[config.mk]
export PLATFORM = sky130hd
export DESIGN_NAME = fragment_writer
export DESIGN_NICKNAME = d
export VERILOG_FILES = /design/src/rtl/gpu_pkg.sv /design/src/rtl/fragment_writer_frag_fifo.sv /design/src/rtl/fragment_writer.sv
export SDC_FILE = /design/constraint.sdc
export NUM_CORES = 1
export LEC_CHECK = 0
export ABC_CLOCK_PERIOD_IN_PS = 3950
export CORE_MARGIN = 1.5
export CORE_UTILIZATION = 38
export DETAILED_ROUTE_END_ITERATION = 8
export SYNTH_ARGS = -nofsm -noshare
export SYNTH_HDL_FRONTEND = slang
export SYNTH_HIERARCHICAL = 1
export SYNTH_SLANG_ARGS = --single-unit
[constraint.sdc]
create_clock -name clk -period 3.95 [get_ports clk]
set_clock_uncertainty 0.2 [all_clocks]
set_input_delay 0.395 -clock clk [delete_from_list [all_inputs] [get_ports clk]]
set_output_delay 0.395 -clock clk [all_outputs]
set_load 0.05 [all_outputs]
[src/rtl/gpu_pkg.sv]
// Shared types for the fragment sink: fragment coordinates, writer FSM states
// and the screen clip test.
package gpu_pkg;

   localparam int FRAG_CORD_WIDTH = 10;

   typedef struct packed {
      logic signed [FRAG_CORD_WIDTH-1:0] x;
      logic signed [FRAG_CORD_WIDTH-1:0] y;
   } fragment_t;

   typedef enum logic [1:0] {
      IDLE,
      RUN,
      FLUSH,
      DONE
   } fw_state_t;

   // Coordinates arrive sign-extended so negative values clip correctly.
   function automatic logic on_screen(input int x, input int y, input int w, input int h);
      return (x >= 0) && (y >= 0) && (x < w) && (y < h);
   endfunction

endpackage

[src/rtl/fragment_writer_frag_fifo.sv]
// Synchronous FIFO for framebuffer write addresses. The head is read from
// register storage addressed by a registered pointer.
module frag_fifo #(
   parameter int WIDTH = 17,
   parameter int DEPTH = 8
) (
   input  logic             clk,
   input  logic             rst,
   input  logic             push,
   input  logic [WIDTH-1:0] push_data,
   input  logic             pop,
   output logic [WIDTH-1:0] head,
   output logic             full,
   output logic             empty
);

   localparam int PTR_W = $clog2(DEPTH);

   logic [WIDTH-1:0] mem [DEPTH];
   logic [PTR_W-1:0] wr_ptr_reg;
   logic [PTR_W-1:0] rd_ptr_reg;
   logic [PTR_W:0]   count_reg;
   logic             do_push;
   logic             do_pop;

   assign empty   = (count_reg == '0);
   assign full    = (count_reg == (PTR_W+1)'(DEPTH));
   assign do_pop  = pop && !empty;
   // A pop in the same cycle frees a slot, so a push on full still lands.
   assign do_push = push && (!full || do_pop);
   assign head    = mem[rd_ptr_reg];

   always_ff @(posedge clk) begin
      if (do_push) begin
         mem[wr_ptr_reg] <= push_data;
      end
   end

   always_ff @(posedge clk) begin
      if (rst) begin
         wr_ptr_reg <= '0;
         rd_ptr_reg <= '0;
         count_reg  <= '0;
      end else begin
         if (do_push) begin
            wr_ptr_reg <= wr_ptr_reg + 1'b1;
         end
         if (do_pop) begin
            rd_ptr_reg <= rd_ptr_reg + 1'b1;
         end
         case ({do_push, do_pop})
            2'b10:   count_reg <= count_reg + 1'b1;
            2'b01:   count_reg <= count_reg - 1'b1;
            default: count_reg <= count_reg;
         endcase
      end
   end

endmodule

[src/rtl/fragment_writer.sv]
// Rasterizer fragment sink: clips, buffers and writes flat-colour pixels to the
// framebuffer. Define FRAGMENT_WRITER_STATS_EN to add saturating statistics outputs.
module fragment_writer
   import gpu_pkg::*;
#(
   parameter int  CORD_WIDTH  = 10,
   parameter int  COLOR_WIDTH = 16,
   parameter int  FB_WIDTH    = 320,
   parameter int  FB_HEIGHT   = 240,
   parameter int  FIFO_DEPTH  = 8,
   localparam int ADDR_WIDTH  = $clog2(FB_WIDTH*FB_HEIGHT)
) (
   input  logic                   clk,
   input  logic                   rst,
   input  logic                   i_start,
   input  logic [COLOR_WIDTH-1:0] i_color,
   input  logic                   i_fragment_valid,
   input  logic [CORD_WIDTH-1:0]  i_fragment_x,
   input  logic [CORD_WIDTH-1:0]  i_fragment_y,
   input  logic                   i_raster_done,
   output logic                   o_mem_req,
   output logic [ADDR_WIDTH-1:0]  o_mem_addr,
   output logic [COLOR_WIDTH-1:0] o_mem_wdata,
   input  logic                   i_mem_ack,
   output logic                   o_busy,
   output logic                   o_done,
   output logic                   o_overflow
`ifdef FRAGMENT_WRITER_STATS_EN
   ,
   output logic [15:0]            o_stat_written,
   output logic [15:0]            o_stat_clipped,
   output logic [15:0]            o_stat_dropped
`endif
);

   fw_state_t              state_reg;
   fw_state_t              state_next;
   logic                   seen_busy_reg;
   logic [COLOR_WIDTH-1:0] color_reg;
   logic                   overflow_reg;

   logic                   start_accept;
   logic                   accept;
   logic                   in_range;
   logic                   clip;
   logic                   push_req;
   logic                   drop;
   logic                   pop;
   logic [ADDR_WIDTH-1:0]  frag_addr;
   logic [ADDR_WIDTH-1:0]  fifo_head;
   logic                   fifo_full;
   logic                   fifo_empty;

   assign start_accept = (state_reg == IDLE) && i_start;
   assign accept       = ((state_reg == RUN) || (state_reg == FLUSH)) && i_fragment_valid;
   assign in_range     = on_screen(int'($signed(i_fragment_x)), int'($signed(i_fragment_y)),
                                   FB_WIDTH, FB_HEIGHT);
   assign clip         = accept && !in_range;
   assign push_req     = accept && in_range;
   assign pop          = o_mem_req && i_mem_ack;
   assign drop         = push_req && fifo_full && !pop;

   // Exact after clipping: the product never exceeds the framebuffer size.
   assign frag_addr = ADDR_WIDTH'(i_fragment_y) * ADDR_WIDTH'(FB_WIDTH) + ADDR_WIDTH'(i_fragment_x);

   frag_fifo #(
      .WIDTH (ADDR_WIDTH),
      .DEPTH (FIFO_DEPTH)
   ) u_fifo (
      .clk       (clk),
      .rst       (rst),
      .push      (push_req),
      .push_data (frag_addr),
      .pop       (pop),
      .head      (fifo_head),
      .full      (fifo_full),
      .empty     (fifo_empty)
   );

   assign o_mem_req   = !fifo_empty;
   assign o_mem_addr  = o_mem_req ? fifo_head : '0;
   assign o_mem_wdata = o_mem_req ? color_reg : '0;
   assign o_overflow  = overflow_reg;

   always_ff @(posedge clk) begin
      if (rst) begin
         state_reg <= IDLE;
      end else begin
         state_reg <= state_next;
      end
   end

   always_comb begin
      state_next = state_reg;
      o_busy     = (state_reg != IDLE);
      o_done     = 1'b0;
      case (state_reg)
         IDLE:    if (i_start) state_next = RUN;
         RUN:     if (seen_busy_reg && i_raster_done) state_next = FLUSH;
         FLUSH:   if (fifo_empty && !o_mem_req) state_next = DONE;
         DONE: begin
            o_done     = 1'b1;
            state_next = IDLE;
         end
         default: state_next = IDLE;
      endcase
   end

   // The rasterizer must be seen busy before its idle level means "finished".
   always_ff @(posedge clk) begin
      if (rst) begin
         seen_busy_reg <= 1'b0;
         color_reg     <= '0;
         overflow_reg  <= 1'b0;
      end else if (start_accept) begin
         seen_busy_reg <= 1'b0;
         color_reg     <= i_color;
         overflow_reg  <= 1'b0;
      end else begin
         if ((state_reg == RUN) && !i_raster_done) begin
            seen_busy_reg <= 1'b1;
         end
         if (drop) begin
            overflow_reg <= 1'b1;
         end
      end
   end

`ifdef FRAGMENT_WRITER_STATS_EN
   logic [2:0] stat_inc;
   assign stat_inc = {drop, clip, pop};

   for (genvar gi = 0; gi < 3; gi++) begin : g_stat
      logic [15:0] cnt_reg;
      always_ff @(posedge clk) begin
         if (rst || start_accept) begin
            cnt_reg <= '0;
         end else if (stat_inc[gi] && (cnt_reg != 16'hFFFF)) begin
            cnt_reg <= cnt_reg + 16'd1;
         end
      end
   end

   assign o_stat_written = g_stat[0].cnt_reg;
   assign o_stat_clipped = g_stat[1].cnt_reg;
   assign o_stat_dropped = g_stat[2].cnt_reg;
`endif

endmodule

# Yosys cells after proc, flatten, opt, wreduce, memory -nomap -nowiden
# Memories as Yosys holds them, arrays and structs flattened. A register that Yosys moved wholly into a read port is not among the register bits.
# Cells that the tools add are included.
dict set report totals {
  ff_bits 30
  ram_bits 136
  elab_cells 64
  n_memories 1
}
dict set report op_classes {
  n_addsub 5
  n_mul 1
  n_lt_le_gt_ge 4
  eq_ne 9
  n_mux 12
  n_reduce_logical 25
}
# memory depth width read_ports rd_ports_with_merged_regs write_ports line_no
set memory_table {}
lappend memory_table {u_fifo.mem 8 17 1 1 1 fragment_writer_frag_fifo.sv:19} ;# logic [WIDTH-1:0] mem [DEPTH];
# op n
set ops {}
lappend ops {{10-bit by 1-bit >= comparator with 1-bit output (second input constant)} 2}
lappend ops {{17-bit by 10-bit adder with 17-bit output} 1}
lappend ops {{17-bit two-way mux} 1}
lappend ops {{16-bit two-way mux} 1}
lappend ops {{1-bit logical AND} 13}
lappend ops {{10-bit by 3-bit multiplier with 11-bit output (second input constant)} 1}
lappend ops {{10-bit less-than comparator (second input constant)} 1}
lappend ops {{10-bit by 9-bit less-than comparator with 1-bit output (second input constant)} 1}
lappend ops {{2-bit case mux with 4 select lines} 1}
lappend ops {{4-bit case mux with 2 select lines} 1}
lappend ops {{3-bit by 1-bit adder with 3-bit output (second input constant)} 2}
lappend ops {{2-bit == test (second input constant)} 3}
lappend ops {{2-bit two-way mux} 3}
lappend ops {{3-bit two-way mux} 2}
lappend ops {{4-bit by 1-bit adder with 4-bit output (second input constant)} 1}
lappend ops {{2-bit by 1-bit == test with 1-bit output (second input constant)} 2}
lappend ops {{4-bit == test (second input constant)} 1}
lappend ops {{1-bit logical NOT} 4}
lappend ops {{4-bit logical NOT} 1}
lappend ops {{2-bit inequality test (second input constant)} 2}
lappend ops {{2-bit nonzero test} 2}
lappend ops {{4-bit by 1-bit subtractor with 4-bit output (second input constant)} 1}
lappend ops {{1-bit two-way mux} 3}
lappend ops {{3-bit AND reduction} 1}
lappend ops {{4 further kinds} 5}

# Longest topological paths before layout
dict set report depth {
  word_depth 8
  depth_mapped 12
  depth_no_buf 11
}

# Hierarchy
# Netlist, hierarchy kept.
# mod n_inst cells_each area_per_inst_um2 seq_area_each_um2
set modules_own_cells {}
lappend modules_own_cells {frag_fifo 1 280 5919.4 4344.2}
lappend modules_own_cells {fragment_writer 1 212 1684.1 400.4}

# Worst setup path before layout
# No wires, ideal clock.
dict set report synth_path {
  path_kind {register to register}
  startpoint {register u_fifo.count_reg[0]}
  endpoint {memory u_fifo.mem[0][0] (enable)}
  setup_ns 0.435
  t_arrival_ns 3.170
  setup_slack_ns 0.146
  stages_incl_launch_ff 8
  synth_period_minus_slack_ns 3.804
  cell_sequence {dfxtp_1 or3_1 buf_2 nor2_1 nor2b_1 nand2b_1 o21ai_4 nor4_1}
}
dict set report synth_via {
  elab_chain_cells 8
  elab_cells_between_ends 10
  classes_between {eq/ne (1); mux (2); reduce/logical (7)}
}
# item line_no
set synth_lines {}
lappend synth_lines {{start, declared} fragment_writer_frag_fifo.sv:22} ;# logic [PTR_W:0] count_reg;
lappend synth_lines {{start signal, assigned} fragment_writer_frag_fifo.sv:52} ;# 2'b10: count_reg <= count_reg + 1'b1;
lappend synth_lines {{start signal, assigned} fragment_writer_frag_fifo.sv:53} ;# 2'b01: count_reg <= count_reg - 1'b1;
lappend synth_lines {{start signal, assigned} fragment_writer_frag_fifo.sv:54} ;# default: count_reg <= count_reg;
lappend synth_lines {{4-bit logical NOT} fragment_writer_frag_fifo.sv:26} ;# assign empty = (count_reg == '0);
lappend synth_lines {{named net fifo_empty} fragment_writer.sv:52} ;# logic fifo_empty;
lappend synth_lines {{1-bit logical NOT} fragment_writer.sv:80} ;# assign o_mem_req = !fifo_empty;
lappend synth_lines {{1-bit logical AND} fragment_writer.sv:60} ;# assign pop = o_mem_req && i_mem_ack;
lappend synth_lines {{named net pop} fragment_writer.sv:48} ;# logic pop;
lappend synth_lines {{1-bit logical AND} fragment_writer_frag_fifo.sv:28} ;# assign do_pop = pop && !empty;
lappend synth_lines {{1-bit logical OR} fragment_writer_frag_fifo.sv:30} ;# assign do_push = push && (!full || do_pop);
lappend synth_lines {{1-bit logical AND} fragment_writer_frag_fifo.sv:30}
lappend synth_lines {{1-bit two-way mux} fragment_writer_frag_fifo.sv:34} ;# if (do_push) begin
lappend synth_lines {{1-bit two-way mux (implied by the code)} fragment_writer_frag_fifo.sv:35} ;# mem[wr_ptr_reg] <= push_data;
lappend synth_lines {{end, declared} fragment_writer_frag_fifo.sv:19}
# The timed path passes the listed nets, and every way through them passes these cells.

==> results.md <==
## Outcome
* complete, no violations — status

## Detailed routing
* 15.0 mm — DRT Wirelength
* 4317 — vias after detailed routing
* 4 — first drt pass iteration count
* 0 — remaining routing DRC violations
* 17.4 um — detail-routed net length per standard cell
* 233 — initial drt markers
* 0 — ANT nets after route
* 5.01 — vias per inst

## Die
* 79 — IO Count
* 20900 um^2 — area enclosed by the die boundary
* 19500 um^2 — core area
* 144 um — height of the die
* 144 um — Die X
* 38.9% — starting utilization of the core area
* 51 — number of core rows

## Timing
* 407 ps — least setup slack across all paths after layout
* 282 MHz — upper clock frequency limit
* 23.9% — normalized max-slew margin
* 89.7% — fraction of the cycle the final worst path needs
* 1140 ps — slew at the pin closest to its max-slew limit
* 3540 ps — minimum period implied by the final worst setup slack
* 0 — number of max-slew violations in the final report
* 0 — endpoints failing hold
* no — unrepaired setup endpoints after global routing
* 0 ps — Total Neg Setup Slack
* 0 — final setup vio count

## Placed design
* 0.757 — last weighted congestion value of the routability-driven placer
* 232 ps — Worst Setup Slack post-DPL
* 78 — Buffers on Ports
* 9.71 mm — half-perimeter wire length after placement

## Critical path
* primary output — Critical Path Sink Type
* reg -> out — type of the worst setup path
* flop — startpoint class of the critical path
* 3360 ps — Req. time, crit path
* 12 — largest fanout on the critical path
* 2950 ps — data arrival time of the critical path

## GRT
* 4259 — number of global-route vias before repair
* 15.0% — global-route usage over all layers
* 0 — leftover overflow at the end of global routing
* 35 — maximum number of pins on one net before global-route repair
* 0 — initial antenna violation count
* 22.9 mm — global-route wire length before repair

## Logic synthesis
* 169 — Yosys reg bits
* sky130_fd_sc_hd__edfxtp_1 — leading cell type by number of instances after synthesis
* 136 — number of synthesized flops with an enable pin
* 15.5 um^2 — synthesized area per cell
* 0% — fraction of registers with async set or reset after synthesis
* 565 — net count after synthesis
* sky130_fd_sc_hd__edfxtp_1 (54%), sky130_fd_sc_hd__dfxtp_1 (8.7%), sky130_fd_sc_hd__mux4_1 (5.9%), sky130_fd_sc_hd__mux4_2 (5.0%), sky130_fd_sc_hd__ha_1 (4.6%) — most area-consuming cells after synthesis
* sky130_fd_sc_hd__edfxtp_1 — prevailing post-synth register cell
* 7600 um^2 — post-synthesis instance area
* sky130_fd_sc_hd__edfxtp_1 (136), sky130_fd_sc_hd__nand2_1 (38), sky130_fd_sc_hd__nor2b_1 (36), sky130_fd_sc_hd__dfxtp_1 (33), sky130_fd_sc_hd__ha_1 (28) — leading cell types by count after synthesis
* sky130_fd_sc_hd__edfxtp_1 — cell taking the most area after synthesis
* 62.4% — share of synthesized area occupied by flip-flops and latches
* 51 — distinct cell type count after synthesis
* 53.7% — share of the synthesized area in the top cell type
* 6 — number of warning messages in the yosys log
* 492 — number of standard cells after synthesis

## Finish
* 23.3% — layout overhead on the synthesized area
* 16.3% — share of layout cells above drive strength 1
* 1699 — Fillers
* 656 — layout net count
* 0 — ant diodes
* 136 — flip-flop count of the largest register, all copies and words added

## Clock network
* yes — TritonCTS clock tree
* sky130_fd_sc_hd__clkbuf_16 — clock root buffer
* 0 — count of instances resized after the clock tree is built
* 420 ps — later-pin clock latency in the skew report
* 17 — CTS buffer count
* 0 — total of hold buffers inserted after clock tree synthesis
* 2 — largest buffer count on any clock path
* 60 ps — clock transition time at the flip-flop clock pins of the worst setup and hold paths
* 169 — number of clock sinks
* 4 — H-tree levels
* 0 — total setup buffers inserted after CTS

## Flow run
* 0 — Max-Cap Viols

## Pwr
* 446 nW/um^2 — ratio of total power to cell area
* 3.18 nW — cell leakage power
* 0.000280 V — largest vdd supply drop

## Min path
* reg -> reg — Hold WC Path Type

==> layer usage <==
metal  vias to the layer above  GRT usage, %  part of all wire, %
met3                        15          2.42                  2.8
met5                         -             0                    0
li1                       2053             -                    -
met1                      2175          19.1                   45
met2                        74          25.5                   51
met4                         0          5.90                  1.3
==> report_power, final <==
part / leakage, nW / internal, mW / switching [mW]
clock network: 0.299 / 1.01 / 0.652
registers: 1.49 / 2.03 / 0.0215
logic: 1.39 / 0.173 / 0.287
==> path summary, 6_finish.rpt <==
path / depth (start not counted) / slack (ps) / to / from
min reg2reg: 2 / 250 / color_reg[12] / color_reg[12]
max reg2reg: 11 / 600 / u_fifo/count_reg[3] / u_fifo/count_reg[0]
min: 2 / 250 / color_reg[12] / color_reg[12]
max: 5 / 410 / o_mem_addr[15] / flop
==> final cells by class <==
class,instances,area (um^2),area share (%)
well taps,265,332,3.54
inverters,15,56.3,0.601
repair buffers,93,906,9.66
clock inverters,7,46.3,0.494
flip-flops and latches,169,4750,50.6
clock buffers,25,572,6.10
multi-input cells,287,2720,29.0
==> worst max-delay path, cell delays in order (launching register included) <==
cell,delay [ps]
sky130_fd_sc_hd__dfxtp_1,720
sky130_fd_sc_hd__buf_4,330
sky130_fd_sc_hd__mux4_2,310
sky130_fd_sc_hd__mux2_2,270
sky130_fd_sc_hd__nor2b_1,160
sky130_fd_sc_hd__clkdlybuf4s50_1,730
==> logic make-up after synthesis <==
group / synth area share (%)
compound gates: 5.13
xor+xnor: 2.42
fa+ha+maj: 5.40
buf+inv: 2.27
flops: 62.4
mux: 14.0
simple gates: 8.43
==> metrics by stage <==
stage	cells	hold slack, ps	utilization, %	instance area [um^2]	power [mW]
after global routing	861	269	48.0	9370	4.33
after global placement	829	239	44.8	8750	2.54
final	861	250	48.0	9370	4.18
after detailed placement	829	243	44.8	8750	2.56
after floorplan	492	232	-	7600	2.40
after CTS	861	251	48.0	9370	4.22
==> cell usage in the layout (no fill, tap or decap), types with 4 or more instances in the layout <==
cell type	count
sky130_fd_sc_hd__edfxtp_1	136
sky130_fd_sc_hd__o21ai_0	4
sky130_fd_sc_hd__nand2b_1	4
sky130_fd_sc_hd__a211oi_1	4
sky130_fd_sc_hd__dfxtp_1	32
sky130_fd_sc_hd__mux2_2	17
sky130_fd_sc_hd__nor2_1	22
sky130_fd_sc_hd__a21oi_1	21
sky130_fd_sc_hd__clkbuf_16	22
sky130_fd_sc_hd__nor3_2	4
sky130_fd_sc_hd__nand2_1	38
sky130_fd_sc_hd__nand3_1	5
sky130_fd_sc_hd__nor2b_1	36
sky130_fd_sc_hd__xor2_1	15
sky130_fd_sc_hd__clkdlybuf4s50_1	78
sky130_fd_sc_hd__mux2i_1	4
sky130_fd_sc_hd__mux4_2	17
sky130_fd_sc_hd__ha_1	28
sky130_fd_sc_hd__nor3_1	4
sky130_fd_sc_hd__buf_4	14
sky130_fd_sc_hd__inv_1	15
sky130_fd_sc_hd__xnor2_1	6
sky130_fd_sc_hd__mux4_1	17
(Power assumes the default switching activity.)
